==> src/rtl/counter_seq_ctrl.sv <==
`default_nettype none
// ============================================================================
// Module      : counter_seq_ctrl
// Description : Sequencing controller owning a WIDTH-bit count register with
//               prescaled stepping, one-shot / auto-reload modes and pause.
// Revision    : 1.0 - initial release
// ============================================================================
module counter_seq_ctrl #(
    parameter int WIDTH      = 4,
    parameter int PRESCALE_W = 4,
    parameter int RELOAD_W   = 8
) (
    input  logic                  clk,
    input  logic                  rst,
    input  logic                  start,
    input  logic                  stop,
    input  logic                  pause,
    input  logic [WIDTH-1:0]      cfg_load_val,
    input  logic [WIDTH-1:0]      cfg_term_val,
    input  logic                  cfg_dir,
    input  logic                  cfg_auto_reload,
    input  logic [PRESCALE_W-1:0] cfg_prescale,
    output logic [WIDTH-1:0]      q,
    output logic                  busy,
    output logic                  tc_pulse,
    output logic                  done,
    output logic [RELOAD_W-1:0]   reload_cnt
);

    localparam logic [1:0] c_ST_IDLE   = 2'd0;
    localparam logic [1:0] c_ST_RUN    = 2'd1;
    localparam logic [1:0] c_ST_PAUSED = 2'd2;
    localparam logic [1:0] c_ST_DONE   = 2'd3;

    localparam logic [WIDTH-1:0]      c_Q_ONE      = WIDTH'(1);
    localparam logic [PRESCALE_W-1:0] c_PRESC_ONE  = PRESCALE_W'(1);
    localparam logic [RELOAD_W-1:0]   c_RELOAD_ONE = RELOAD_W'(1);

    logic [1:0]            r_state;
    logic [1:0]            w_next_state;

    logic [WIDTH-1:0]      r_q;
    logic [PRESCALE_W-1:0] r_presc;
    logic [RELOAD_W-1:0]   r_reload;
    logic                  r_tc;

    logic [WIDTH-1:0]      r_sh_load;
    logic [WIDTH-1:0]      r_sh_term;
    logic                  r_sh_dir;
    logic                  r_sh_auto;
    logic [PRESCALE_W-1:0] r_sh_presc;

    logic w_idle_like;
    logic w_launch;
    logic w_run_active;
    logic w_step;
    logic w_at_term;
    logic w_terminal;
    logic w_reload_sat;

    // Priority rst > stop > start > pause > step is folded into these enables.
    assign w_idle_like  = (r_state == c_ST_IDLE) || (r_state == c_ST_DONE);
    assign w_launch     = w_idle_like && start && !stop;
    assign w_run_active = (r_state == c_ST_RUN) && !stop && !pause;
    assign w_step       = w_run_active && (r_presc == r_sh_presc);
    assign w_at_term    = (r_q == r_sh_term);
    assign w_terminal   = w_step && w_at_term;
    assign w_reload_sat = &r_reload;

    // ------------------------------------------------------------------
    // State register
    // ------------------------------------------------------------------
    always_ff @(posedge clk) begin
        if (rst) begin
            r_state <= c_ST_IDLE;
        end else begin
            r_state <= w_next_state;
        end
    end

    // ------------------------------------------------------------------
    // Next-state logic
    // ------------------------------------------------------------------
    always_comb begin
        w_next_state = r_state;
        case (r_state)
            c_ST_IDLE, c_ST_DONE: begin
                if (stop) begin
                    w_next_state = c_ST_IDLE;
                end else if (start) begin
                    w_next_state = c_ST_RUN;
                end
            end
            c_ST_RUN: begin
                if (stop) begin
                    w_next_state = c_ST_IDLE;
                end else if (pause) begin
                    w_next_state = c_ST_PAUSED;
                end else if (w_terminal && !r_sh_auto) begin
                    w_next_state = c_ST_DONE;
                end
            end
            c_ST_PAUSED: begin
                if (stop) begin
                    w_next_state = c_ST_IDLE;
                end else if (!pause) begin
                    w_next_state = c_ST_RUN;
                end
            end
            default: w_next_state = c_ST_IDLE;
        endcase
    end

    // ------------------------------------------------------------------
    // Output decode (registered state only)
    // ------------------------------------------------------------------
    always_comb begin
        busy = 1'b0;
        done = 1'b0;
        case (r_state)
            c_ST_RUN, c_ST_PAUSED: busy = 1'b1;
            c_ST_DONE:             done = 1'b1;
            default: begin
                busy = 1'b0;
                done = 1'b0;
            end
        endcase
    end

    assign q          = r_q;
    assign tc_pulse   = r_tc;
    assign reload_cnt = r_reload;

    // ------------------------------------------------------------------
    // Shadow configuration, captured only when a sequence is launched
    // ------------------------------------------------------------------
    always_ff @(posedge clk) begin
        if (rst) begin
            r_sh_load  <= '0;
            r_sh_term  <= '0;
            r_sh_dir   <= 1'b0;
            r_sh_auto  <= 1'b0;
            r_sh_presc <= '0;
        end else if (w_launch) begin
            r_sh_load  <= cfg_load_val;
            r_sh_term  <= cfg_term_val;
            r_sh_dir   <= cfg_dir;
            r_sh_auto  <= cfg_auto_reload;
            r_sh_presc <= cfg_prescale;
        end
    end

    // ------------------------------------------------------------------
    // Count datapath
    // ------------------------------------------------------------------
    always_ff @(posedge clk) begin
        if (rst) begin
            r_q      <= '0;
            r_presc  <= '0;
            r_reload <= '0;
            r_tc     <= 1'b0;
        end else begin
            r_tc <= w_terminal;

            if (w_launch) begin
                r_q <= cfg_load_val;
            end else if (w_terminal) begin
                // One-shot holds term; auto-reload restarts from the load value.
                if (r_sh_auto) begin
                    r_q <= r_sh_load;
                end
            end else if (w_step) begin
                if (r_sh_dir) begin
                    r_q <= r_q - c_Q_ONE;
                end else begin
                    r_q <= r_q + c_Q_ONE;
                end
            end

            if (w_launch || w_step) begin
                r_presc <= '0;
            end else if (w_run_active) begin
                r_presc <= r_presc + c_PRESC_ONE;
            end

            if (w_launch) begin
                r_reload <= '0;
            end else if (w_terminal && r_sh_auto && !w_reload_sat) begin
                r_reload <= r_reload + c_RELOAD_ONE;
            end
        end
    end

endmodule
`default_nettype wire

==> config.mk <==
export PLATFORM = sky130hd
export DESIGN_NAME = counter_seq_ctrl
export DESIGN_NICKNAME = d
export VERILOG_FILES = /design/src/rtl/counter_seq_ctrl.sv
export SDC_FILE = /design/constraint.sdc
export NUM_CORES = 1
export LEC_CHECK = 0
export BUFFER_PORTS_ARGS = -buffer_cell sky130_fd_sc_hd__buf_4
export CAP_MARGIN = 5
export CORE_MARGIN = 3
export CORE_UTILIZATION = 41
export DETAILED_ROUTE_END_ITERATION = 10
export GPL_TIMING_DRIVEN = 0
export PLACE_DENSITY_LB_ADDON = 0.12
export SKIP_CTS_REPAIR_TIMING = 1
export SLEW_MARGIN = 20
export SYNTH_ARGS = -nofsm -noshare
export SYNTH_HDL_FRONTEND = slang
export SYNTH_SLANG_ARGS = --single-unit
==> constraint.sdc <==
create_clock -name clk -period 2.9 [get_ports clk]
set_clock_uncertainty 0.2 [all_clocks]
set_input_delay 0 -clock clk [delete_from_list [all_inputs] [get_ports clk]]
set_output_delay 0 -clock clk [all_outputs]
set_load 0.01 [all_outputs]
==> impl_metrics.yaml <==
status:
  status: "complete, no violations"
finish:
  layout_cell_share_with_drive_strength_beyond_1: 0.175
  final_net_count: 301
  flow.area_growth_from_synthesis_pct: 36.5
  num_antenna_cells: 0
  post-route-cell-area_um2: 2350
  final_core_utilization: 0.611
timing:
  fin_crit_ns: 2.63
  slew_violations: 0
  finalCritPeriodShare: 0.908
  holdWs_ns: 0.257
  setup_viol: 0
  fmaxAchievable_ghz: 0.380
  worst_slew_pin_slew_ns: 0.486
  maxSlewHeadroom: 0.676
  tns_ns: 0
  hold_violations: 0
worst_hold_path:
  hold_class: "reg2reg"
die:
  io_pins: 34
  die-height_um: 70.8
  row_count: 22
  total_die_area_um2: 5020
  design.core.area_um2: 3850
  fp.dieW_um: 70.8
  initial_core_util: 0.447
clock_tree:
  clock_latency_ns: 0.29
  cts_buffer_depth: 2
  tritoncts_num_sinks: 33
  cts_tree: "done"
  cts.htree.levels: 2
  tritoncts.num_buffers: 5
  cts-root-buf: "clkbuf_8"
  clk_pin_slew_worst_paths_ns: 0.07
global_routing:
  track_usage: 0.153
  grt_pass1_vias: 1378
  largest_net_degree_at_the_start_of_global_routing: 11
  number_of_antenna_violations_at_the_first_check_in_global_routing: 0
  globalRouteOverflowTotal: 0
  grt_pass1_wl_mm: 6.28
routing:
  dr.first_iter.drc_count: 116
  vias: 1637
  drt_pass1_iterations: 4
  dr_vias_cell: 5.07
  wirelength_mm: 4.09
  remaining_drc_errors: 0
  antenna_violating_nets_post_route: 0
  wire_per_inst_um: 12.7
run:
  cap_viol_max_count: 0
setup_path:
  cp_cell_sequence: "ha_1 -> nor3b_4 -> nand2_4 -> or2_2 -> clkbuf_1 -> o21ai_0 -> o21ai_0 -> dlygate4sd3_1"
  timing.rr.end: "q[2]"
  worst_path_max_delay_cell: "dlygate4sd3_1"
  crit_path_buf_inv_count: 2
  critical_path_class: "reg2reg"
  worst_path_dominant_cell_family: "simple AND/OR/NAND/NOR gates"
  worst-endpoint-required_ns: 2.88
  start_kind: "register"
  reg2reg_setup_slack_ns: 0.27
  cp_num_cells: 8
  crit_top_cell: "o21ai_0"
  cp_launch_point: "r_state[0]"
  timing.critical_path.fanout_max: 7
  r2r.worst_path.cells: 8
  critical_path.endpoint: "q[2]"
  worstPathArrival_ns: 2.62
  r2r_start: "r_state[0]"
  crit_path_end_kind: "register"
  critical-path-max-stage-delay_ns: 0.55
placed_design:
  postPlaceCellArea_um2: 2030
  place.port_buffers: 33
  place_congestion: 0.777
  post-dp-hpwl_mm: 2.78
power:
  power_density_nw_per_um2: 468
  total_leakage_power_nw: 0.914
  vdd_drop_max_mv: 0.398
synth:
  synth_edf_count: 0
  synth_warnings: 0
  yosysSeqAreaShare: 0.383
  proportion_of_register_bits_with_asynchronous_set_or_reset_after_synthesis: 0
  synth_area_leader_cell: "dfxtp_1"
  ys_seq_elements: 33
  postSynthAreaPerCell_um2: 8.13
  synth-main-ff-cell: "dfxtp_1"
  synthCells: 212
  synth_cell_type_count: 36
  cell_area_after_synthesis_um2: 1720
  synth_nets: 239
  synth_top_cell_area_share: 0.383
  synth_top_cells_by_area: "dfxtp_1 (38%), nand2_1 (8.3%), a21oi_1 (8.1%)"
## through the flow
stage	power, mW	setup WS [ns]	instances
final	1.10	0.266	323
after global routing	1.16	-0.00178	323
after CTS	1.08	0.398	301
after detailed placement	0.701	0.415	293
after global placement	0.701	0.428	293
after floorplan	0.631	0.606	212
## worst reg2reg max path, stage by stage (launching register included)
cell and delay (ns):
dfxtp_1 0.39, ha_1 0.21, nor3b_4 0.35, nand2_4 0.10, or2_2 0.28, clkbuf_1 0.17
o21ai_0 0.18, o21ai_0 0.09, dlygate4sd3_1 0.55
## layer usage
layer  global-route usage  vias up  part of all wire
met4               0.0376        0             0.015
met1                0.212      736              0.48
met3               0.0554        8             0.055
met2                0.227       39              0.45
li1                     -      854                 -
met5                    0        -                 0
## sequential cells by signal, indices dropped and copies added, names as in the netlist
signal / count
r_sh_presc: 4
r_sh_term: 4
r_sh_dir: 1
q: 4
tc_pulse: 1
reload_cnt: 8
r_presc: 4
r_sh_auto: 1
r_state: 2
r_sh_load: 4
## logic make-up (layout without fill, tap and decap cells)
group,count (synthesis),count (layout),synth area share
flip-flops,33,33,0.383
XOR/XNOR,14,14,0.0711
buffers and inverters,19,82,0.0443
multiplexers,4,4,0.0232
adder cells (fa/ha/maj),8,8,0.0624
AO/OA/AOI/OAI,50,50,0.169
AND/OR/NAND/NOR,84,84,0.247
## layout make-up
cell class                 instances  area [µm²]
buffer                            11        46.3
clock buffer                       7        96.3
clock inverter                     1        5.00
fill                             370        1500
inverter                           8        30.0
multi-input combinational        160         987
sequential                        33         661
tap                               48        60.1
timing repair buffer              55         468
## cells in the final DEF, fill, tap and decap left out, drive strengths merged, types with 2 or more instances in the layout
master	instances
mux2i	4
clkbuf	15
buf	36
xnor2	11
inv	8
a21o	2
nor2	13
or4	6
dfxtp	33
dlygate4sd3	22
nand4	4
o21ai	8
nand2b	4
xor2	3
nand2	39
or2	2
nand3	6
or3	3
and4	2
o31ai	7
a21oi	28
ha	7
## Yosys cell counts (6+ instances only)
| cell | n |
|---|---|
| nand3_1 | 6 |
| or4_1 | 6 |
| o21ai_0 | 8 |
| a21oi_1 | 28 |
| xnor2_1 | 11 |
| nor2_1 | 13 |
| dfxtp_1 | 33 |
| ha_1 | 7 |
| clkbuf_1 | 8 |
| o31ai_1 | 7 |
| nand2_1 | 38 |
| inv_1 | 8 |
## worst min-delay path by stage
| stage | cells past startpoint | start | slack [ns] | end |
|---|---|---|---|---|
| 6_report | 2 | r_sh_load[2] | 0.26 | r_sh_load[2] |
| 5_1_grt | 2 | r_sh_presc[2] | 0.29 | r_sh_presc[2] |
| 4_1_cts | 3 | cfg_load_val[3] | -0.28 | q[3] |
| 3_5_place_dp | 3 | cfg_load_val[3] | 0.02 | q[3] |
| 3_3_place_gp | 3 | cfg_load_val[2] | 0.02 | q[2] |
| 2_1_floorplan | 2 | cfg_load_val[1] | -0.09 | q[1] |
## report_power, final
group          total (mW)  switching [mW]  internal (mW)
clock network       0.387           0.172          0.214
registers           0.493          0.0207          0.473
logic               0.222           0.114          0.108
total                1.10           0.307          0.796
(Power assumes the default switching activity.)
